`src/rtl/optical_pkg.sv`:
```
// Shared definitions for the optical link: receive FSM state encoding and
// the default timing constants used by both transmitter and receiver.
//   RX_IDLE / RX_RUN / RX_HALF : receiver FSM states
//   *_DEF                      : default HALF_CYCLES / TOL / IDLE_CYCLES
//   within_tol()               : interval classification helper
package optical_pkg;

    localparam int HALF_CYCLES_DEF = 8;
    localparam int TOL_DEF         = 2;
    localparam int IDLE_CYCLES_DEF = 64;

    typedef enum logic [1:0] {
        RX_IDLE = 2'd0,
        RX_RUN  = 2'd1,
        RX_HALF = 2'd2
    } rx_state_e;

    // True when a measured length lies within +/-tol of the target length.
    function automatic logic within_tol(input int len, input int target, input int tol);
        return (len >= target - tol) && (len <= target + tol);
    endfunction

endpackage

```
`src/rtl/line_sync.sv`:
```
// Line synchroniser and edge detector for the asynchronous optical input.
//   clk      : system clock
//   rst      : synchronous active-high reset
//   din      : raw line level, asynchronous to clk
//   level    : synchronised line level (second flop)
//   edge_det : high for one cycle when the synchronised level changed
module line_sync (
    input  logic clk,
    input  logic rst,
    input  logic din,
    output logic level,
    output logic edge_det
);

    logic s1;
    logic s2;
    logic s3;

    always_ff @(posedge clk) begin
        if (rst) begin
            s1 <= 1'b0;
            s2 <= 1'b0;
            s3 <= 1'b0;
        end else begin
            s1 <= din;
            s2 <= s1;
            s3 <= s2;
        end
    end

    assign level    = s2;
    assign edge_det = s2 ^ s3;

endmodule

```
`src/rtl/bmc_receiver.sv`:
```
// Optical line receiver: decodes biphase-mark (or samples raw NRZ) into bits
// and assembles them LSB-first into bytes.
//   clk, rst   : system clock, synchronous active-high reset
//   din        : line level (asynchronous)
//   bmc_decode : 1 = biphase-mark decode, 0 = raw NRZ sampling
//   dout/vout  : recovered bit and its single-cycle strobe
//   byte_out   : last completed byte, byte_valid strobes when it updates
//   err        : single-cycle strobe on a line-code violation
//
// state   | meaning
// RX_IDLE | not synchronised, waiting for a lead-in edge
// RX_RUN  | at a bit-cell boundary
// RX_HALF | mid-cell transition seen, a second short interval completes a 1
module bmc_receiver
    import optical_pkg::*;
#(
    parameter int HALF_CYCLES = HALF_CYCLES_DEF,
    parameter int TOL         = TOL_DEF,
    parameter int IDLE_CYCLES = IDLE_CYCLES_DEF
) (
    input  logic       clk,
    input  logic       rst,
    input  logic       din,
    input  logic       bmc_decode,
    output logic       dout,
    output logic       vout,
    output logic [7:0] byte_out,
    output logic       byte_valid,
    output logic       err
);

    localparam int CW = $clog2(IDLE_CYCLES + 1);
    localparam int PW = $clog2(2 * HALF_CYCLES);

    logic          level;
    logic          edge_det;
    logic [CW-1:0] cnt;
    logic [PW-1:0] phase;
    rx_state_e     state;
    rx_state_e     st_next;
    logic          bmc_q;
    logic [2:0]    bit_cnt;
    logic [7:0]    shreg;

    logic          timeout;
    logic          is_short;
    logic          is_long;
    logic          phase_mid;
    int            len;

    logic          emit;
    logic          emit_bit;
    logic          go_idle;
    logic          err_next;

    line_sync u_line_sync (
        .clk      (clk),
        .rst      (rst),
        .din      (din),
        .level    (level),
        .edge_det (edge_det)
    );

    // Cycles since the last edge; saturation doubles as the BMC idle detector.
    always_ff @(posedge clk) begin
        if (rst || edge_det) begin
            cnt <= '0;
        end else if (cnt != CW'(IDLE_CYCLES)) begin
            cnt <= cnt + 1'b1;
        end
    end

    // Raw-mode bit phase, realigned on every line edge and held while idle.
    always_ff @(posedge clk) begin
        if (rst || edge_det || state == RX_IDLE) begin
            phase <= '0;
        end else if (phase == PW'(2 * HALF_CYCLES - 1)) begin
            phase <= '0;
        end else begin
            phase <= phase + 1'b1;
        end
    end

    assign len       = int'(cnt) + 1;
    assign is_short  = within_tol(len, HALF_CYCLES, TOL);
    assign is_long   = within_tol(len, 2 * HALF_CYCLES, TOL);
    assign timeout   = (cnt == CW'(IDLE_CYCLES));
    assign phase_mid = (phase == PW'(HALF_CYCLES - 1));

    always_comb begin
        st_next  = state;
        emit     = 1'b0;
        emit_bit = 1'b0;
        go_idle  = 1'b0;
        err_next = 1'b0;
        if (bmc_decode != bmc_q) begin
            // Mode switch: drop sync silently; priority over any decode this cycle.
            go_idle = 1'b1;
        end else if (bmc_decode) begin
            case (state)
                RX_IDLE: begin
                    if (edge_det) st_next = RX_RUN;
                end
                RX_RUN: begin
                    if (timeout) begin
                        go_idle = 1'b1;
                    end else if (edge_det) begin
                        if (is_long) begin
                            emit = 1'b1;
                        end else if (is_short) begin
                            st_next = RX_HALF;
                        end else begin
                            err_next = 1'b1;
                            go_idle  = 1'b1;
                        end
                    end
                end
                RX_HALF: begin
                    if (timeout) begin
                        err_next = 1'b1;
                        go_idle  = 1'b1;
                    end else if (edge_det) begin
                        if (is_short) begin
                            emit     = 1'b1;
                            emit_bit = 1'b1;
                            st_next  = RX_RUN;
                        end else begin
                            err_next = 1'b1;
                            go_idle  = 1'b1;
                        end
                    end
                end
                default: go_idle = 1'b1;
            endcase
        end else begin
            if (state == RX_IDLE) begin
                if (edge_det) st_next = RX_RUN;
            end else if (phase_mid) begin
                emit     = 1'b1;
                emit_bit = level;
            end
        end
        if (go_idle) st_next = RX_IDLE;
    end

    always_ff @(posedge clk) begin
        if (rst) begin
            state      <= RX_IDLE;
            bmc_q      <= 1'b0;
            bit_cnt    <= '0;
            shreg      <= '0;
            dout       <= 1'b0;
            vout       <= 1'b0;
            byte_out   <= '0;
            byte_valid <= 1'b0;
            err        <= 1'b0;
        end else begin
            state      <= st_next;
            bmc_q      <= bmc_decode;
            vout       <= emit;
            err        <= err_next;
            byte_valid <= 1'b0;
            if (emit) dout <= emit_bit;
            if (go_idle) begin
                bit_cnt <= '0;
                shreg   <= '0;
            end else if (emit) begin
                // Right shift with the new bit at the MSB leaves the first bit at the LSB.
                shreg <= {emit_bit, shreg[7:1]};
                if (bit_cnt == 3'd7) begin
                    byte_out   <= {emit_bit, shreg[7:1]};
                    byte_valid <= 1'b1;
                    bit_cnt    <= '0;
                end else begin
                    bit_cnt <= bit_cnt + 1'b1;
                end
            end
        end
    end

endmodule

```
`config.mk`:
```
export PLATFORM = sky130hd
export DESIGN_NAME = bmc_receiver
export DESIGN_NICKNAME = d
export VERILOG_FILES = /design/src/rtl/optical_pkg.sv /design/src/rtl/line_sync.sv /design/src/rtl/bmc_receiver.sv
export SDC_FILE = /design/constraint.sdc
export NUM_CORES = 1
export LEC_CHECK = 0
export ABC_AREA = 1
export ABC_CLOCK_PERIOD_IN_PS = 2400
export CAP_MARGIN = 30
export CORE_UTILIZATION = 25
export CTS_CLUSTER_SIZE = 20
export DETAILED_ROUTE_END_ITERATION = 7
export HOLD_SLACK_MARGIN = 0.05
export SYNTH_ARGS = -nofsm -noshare
export SYNTH_HDL_FRONTEND = slang
export SYNTH_HIERARCHICAL = 1
export SYNTH_SLANG_ARGS = --single-unit
```
`constraint.sdc`:
```
create_clock -name clk -period 2.4 [get_ports clk]
set_input_delay 0.36 -clock clk [delete_from_list [all_inputs] [get_ports clk]]
set_output_delay 0.36 -clock clk [all_outputs]
set_load 0.005 [all_outputs]
```
Word-level counts from Yosys, hierarchy flattened
Index checks and enable logic that the tools add are counted.
{"block": "classes", "addsub": 4, "order_cmp": 4, "eq_ne": 15, "n_mux": 40, "bitwise_logic": 5, "n_reduce_logical": 13}
{"cell": "1-bit two-way mux", "n": 25}
{"cell": "3-bit inequality test, second input constant", "n": 7}
{"cell": "2-bit two-way mux", "n": 10}
{"cell": "10-bit AND reduction", "n": 1}
{"cell": "7-bit by 1-bit adder with 8-bit output, second input constant", "n": 1}
{"cell": "8-bit by 3-bit >= comparator with 1-bit output, second input constant", "n": 1}
{"cell": "8-bit by 4-bit >= comparator with 1-bit output, second input constant", "n": 1}
{"cell": "8-bit by 4-bit less-or-equal comparator with 1-bit output, second input constant", "n": 1}
{"cell": "8-bit by 5-bit less-or-equal comparator with 1-bit output, second input constant", "n": 1}
{"cell": "7-bit by 1-bit adder with 7-bit output, second input constant", "n": 1}
{"cell": "7-bit equality test, second input constant", "n": 1}
{"cell": "7-bit inequality test, second input constant", "n": 1}
{"cell": "2-bit case mux with 3 select lines", "n": 1}
{"cell": "3-bit OR reduction", "n": 2}
{"cell": "4-bit by 1-bit adder with 4-bit output, second input constant", "n": 1}
{"cell": "4-bit by 3-bit equality test with 1-bit output, second input constant", "n": 1}
{"cell": "4-bit equality test, second input constant", "n": 1}
{"cell": "1-bit inverter", "n": 4}
{"cell": "1-bit case mux with 2 select lines", "n": 2}
{"cell": "2-bit OR reduction", "n": 2}
{"cell": "3-bit by 1-bit adder with 3-bit output, second input constant", "n": 1}
{"cell": "3-bit equality test, second input constant", "n": 1}
{"cell": "3-bit two-way mux", "n": 1}
{"cell": "1-bit case mux with 3 select lines", "n": 1}
{"cell": "other kinds (10)", "n": 12}
{"block": "word_totals", "ff_bits": 40, "input_bits": 4, "wordCells": 95}

Logic depth before layout (Yosys ltp)
{"block": "depth", "word_depth": 12, "mapped_depth": 19, "ltp_nobuf": 19}

Modules after synthesis
Netlist, hierarchy kept.
{"module": "bmc_receiver", "n_inst": 1, "cells_per_inst": 283, "area_each_um2": 2034.5}
{"module": "line_sync", "n_inst": 1, "cells_per_inst": 13, "area_each_um2": 97.6}

Worst setup path before layout
No wires, ideal clock.
{"block": "synth_path", "path_type": "register to register", "start": "register cnt[0]", "end": "register byte_out[4]", "setup_ns": 0.115, "arrival_time_ns": 2.041, "required_time_ns": 2.285, "slack_ns": 0.244, "stages_incl_launch_ff": 19, "path_buffers": 1, "period_less_slack_ns": 2.156, "path_cell_list": "dfxtp_1 -> inv_1 -> ha_1 -> inv_1 -> nor2_1 -> nand2_1 -> nor2_1 -> nand3_1 -> nand2_2 -> nand3_1 -> nand2_1 -> nand2_1 -> nand2_1 -> nand2_4 -> nor2_8 -> buf_6 -> nand3b_1 -> nand2_1 -> nor2_1"}
{"element": "start, declared", "line": "bmc_receiver.sv:37", "rtl": "logic [CW-1:0] cnt;"}
{"element": "start signal, assigned", "line": "bmc_receiver.sv:69", "rtl": "cnt <= cnt + 1'b1;"}
{"element": "end signal, assigned", "line": "bmc_receiver.sv:171", "rtl": "byte_out <= {emit_bit, shreg[7:1]};"}
{"element": "end, declared", "line": "bmc_receiver.sv:27", "rtl": "output logic [7:0] byte_out,"}

Final worst setup path
{"block": "layout_path", "start": "register cnt[0]", "end": "register byte_out[6]"}
{"block": "layout_between", "elab_chain_len": 12, "elab_cells_between_ends": 28, "classes_between": "add/sub (1); order compare (4); eq/ne (1); mux (18); bitwise (1); reduce/logical (3)"}
{"element": "7-bit by 1-bit adder with 8-bit output", "line": "bmc_receiver.sv:84", "rtl": "assign len = int'(cnt) + 1;"}
{"element": "8-bit by 3-bit >= comparator with 1-bit output / 8-bit by 4-bit less-or-equal comparator with 1-bit output (equally long branches)", "line": "optical_pkg.sv:20", "rtl": "return (len >= target - tol) && (len <= target + tol);"}
{"element": "1-bit logical AND", "line": "optical_pkg.sv:20"}
{"element": "1-bit two-way mux", "line": "bmc_receiver.sv:110, bmc_receiver.sv:123"}
{"element": "1-bit two-way mux", "line": "bmc_receiver.sv:108", "rtl": "if (is_long) begin"}
{"element": "1-bit two-way mux", "line": "bmc_receiver.sv:107", "rtl": "end else if (edge_det) begin"}
{"element": "1-bit two-way mux", "line": "bmc_receiver.sv:105", "rtl": "if (timeout) begin"}
{"element": "1-bit case mux with 3 select lines", "line": "bmc_receiver.sv:100", "rtl": "case (state)"}
{"element": "1-bit two-way mux", "line": "bmc_receiver.sv:99", "rtl": "end else if (bmc_decode) begin"}
{"element": "1-bit two-way mux", "line": "bmc_receiver.sv:96", "rtl": "if (bmc_decode != bmc_q) begin"}
{"element": "1-bit inverter (no source line)"}
{"element": "3-bit AND reduction (no source line) *"}
Every way passes the cells marked *; elsewhere a longest branch is shown, timed or not.
A chain may end at the register's enable or synchronous reset.

==> flow_summary.json <==
{
  "status": "complete, no violations",
  "finClkSkew_ns": 0.00513,
  "initial_utilization": 0.259,
  "cts_hold_buf": 0,
  "syn_area_per_cell_sq_um": 7.20,
  "cp_slowest_cell": "dfxtp_4",
  "power_density_nw_per_um2": 476,
  "grt_overflow": 0,
  "clk_path_buf_depth": 2,
  "rsz0062_at_grt": "true",
  "layout_commonest_cell": "nand2_1",
  "fin_area_sq_um": 2690,
  "drt_pre_antenna_iters": 4,
  "crit_top_cell": "nand2_2",
  "tightest_slew_ns": 0.347,
  "synth_area_leaders": "dfxtp_1 (37%), nand2_1 (14%), nor2_1 (6.7%)",
  "drive_above_1_share": 0.210,
  "hold_viol": 0,
  "synth_top_area_frac": 0.366,
  "post-place-cells": 418,
  "pin_count": 16,
  "cap_violations": 0,
  "place_area_sq_um": 2420,
  "diodes": 0,
  "setup_viol": 0,
  "mostFrequentLayoutCells": "nand2_1 (77), nor2_1 (35), dfxtp_1 (35), inv_1 (30)",
  "clk_pin_slew_ns": 0.08,
  "io_buffers": 15,
  "p_leak_nw": 1.07,
  "fin_tns_setup_ns": 0,
  "cp_max_fo": 15,
  "clk_latency_ns": 0.29,
  "path_class": "reg2reg",
  "wirelength_microns": 4430,
  "drt_iter0_drc": 89,
  "grt_start_max_net_pins": 16,
  "whs_ns": 0.408,
  "dp_hpwl_microns": 3250,
  "ir_drop_mv": 0.225,
  "floorplan.rows": 33,
  "critPathMaxStageDelay_ns": 0.38,
  "synth_cell_types": 30,
  "vias": 1868,
  "startpoint_type": "flip-flop",
  "grt_usage": 0.105,
  "yosys_register_bits": 39,
  "cts_htree_levels": 2,
  "stdcell_count": 433,
  "end_kind": "flip-flop",
  "die_w_microns": 94.4,
  "async_flop_share": 0,
  "viasPerCell": 4.31,
  "coreArea_sq_um": 8220,
  "fin_crit_ns": 2.23,
  "cp_cell_sequence": "ha_4 > nand2_2 > nor2_4 > nand3_2 > o21ai_4 > nand4_2 > nand2_2 > nand3_1 > nand2_1 > nand2_1 > nand2_2 > nand2_8 > buf_4 > a21oi_1 > nor2_1",
  "synth_top_area_cell": "dfxtp_1",
  "yosysWarnings": 6,
  "die_height_microns": 94.4,
  "cts_tree": "done",
  "fmax_mhz": 447,
  "timing.final.ws_setup_ns": 0.165,
  "ys_seq_area_frac": 0.366,
  "finalNetCount": 342,
  "drc_errors": 0,
  "numCtsBuffers": 5,
  "grt_pass1_vias": 1732,
  "wire_per_inst_microns": 10.2,
  "slew_viol_final": 0,
  "hp-class": "reg2reg",
  "synth_ff_type": "dfxtp_1",
  "syn_to_final_growth_pct": 26.0,
  "ant_nets": 0,
  "fin_crit_sh": 0.931,
  "arrival_ns": 2.42,
  "routabilityCongestion": 0.831,
  "syn_nets": 311,
  "post-place-ws_ns": 0.0693,
  "cts-root-buf": "clkbuf_8",
  "clock_sinks": 39,
  "dieArea_sq_um": 8900,
  "syn-cell-area_sq_um": 2130,
  "max-slew-margin-rel": 0.766,
  "antenna_found_initial": 0,
  "required_ns": 2.59,
  "grt_pass1_wl_microns": 7500,
  "synth_cells": 296,
  "synth_edf_count": 0
}
## worst paths after layout
| path | from | endpoint | slack, ns | cells after the start |
|---|---|---|---|---|
| setup / recovery | cnt[0] | byte_out[6] | 0.17 | 15 |
| hold / removal | u_line_sync/s1 | u_line_sync/level | 0.41 | 2 |
| setup reg to reg | cnt[0] | byte_out[6] | 0.17 | 15 |
| hold reg to reg | u_line_sync/s1 | u_line_sync/level | 0.41 | 2 |
## layout make-up
cell class                      count  area [sq um]
Multi-Input combinational cell    218          1280
Timing Repair Buffer               28           248
Sequential cell                    39           791
Tap cell                          105           131
Clock inverter                      1          7.51
Fill cell                         869          5530
Clock buffer                        7          96.3
Inverter                           35           131
## per-layer routing
metal	track usage	part of all wire
met2	0.167	0.43
met1	0.142	0.52
met5	0	0
met4	0.0308	0.015
met3	0.0233	0.038
## state kept, by name, summed over array words and instances, names as in the netlist
signal and flops:
byte_out 8, cnt 7, shreg 7, phase 4, bit_cnt 3, state 2
bmc_q 1, byte_valid 1, dout 1, err 1, u_line_sync/level 1, u_line_sync/s1 1
u_line_sync/s3 1, vout 1
## worst max-delay path, delay by kind of cell, from the launching register on
family                   cells  cell delay (ns)
AO/OA/AOI/OAI                2             0.33
flip-flops                   1             0.38
buffers and inverters        1             0.16
AND/OR/NAND/NOR             11             1.12
adder cells (fa/ha/maj)      1             0.15
## cells by family after synthesis
logic type | Yosys count | synth area share
compound gates | 39 | 0.116
xor+xnor | 1 | 0.00411
fa+ha+maj | 11 | 0.0646
buf+inv | 40 | 0.0851
flops | 39 | 0.366
simple gates | 166 | 0.364
## power breakdown
group	internal [mW]	switching, mW
registers	0.655	0.0103
clock network	0.261	0.226
logic	0.0478	0.0790
total	0.964	0.316
## per-stage QoR
stage,util,total power [mW]
after floorplan,-,0.756
after global placement,0.294,0.784
after detailed placement,0.294,0.785
after CTS,0.307,1.28
after global routing,0.327,1.34
final,0.327,1.28
## cells in the mapped netlist (5+ instances only)
library cell	n
nand2_1	81
nand2_2	5
dfxtp_1	39
o21ai_0	9
nand3_1	18
nand3b_1	7
inv_1	32
ha_1	11
nor2_1	38
a21oi_2	12
nor3_1	5
a21oi_1	15
## what timing repair did
item,CTS,global route
setup buffers,0,6
endpoints found under the setup margin,0,23
gates resized for setup,0,27
Power figures use the tool's default switching activity.
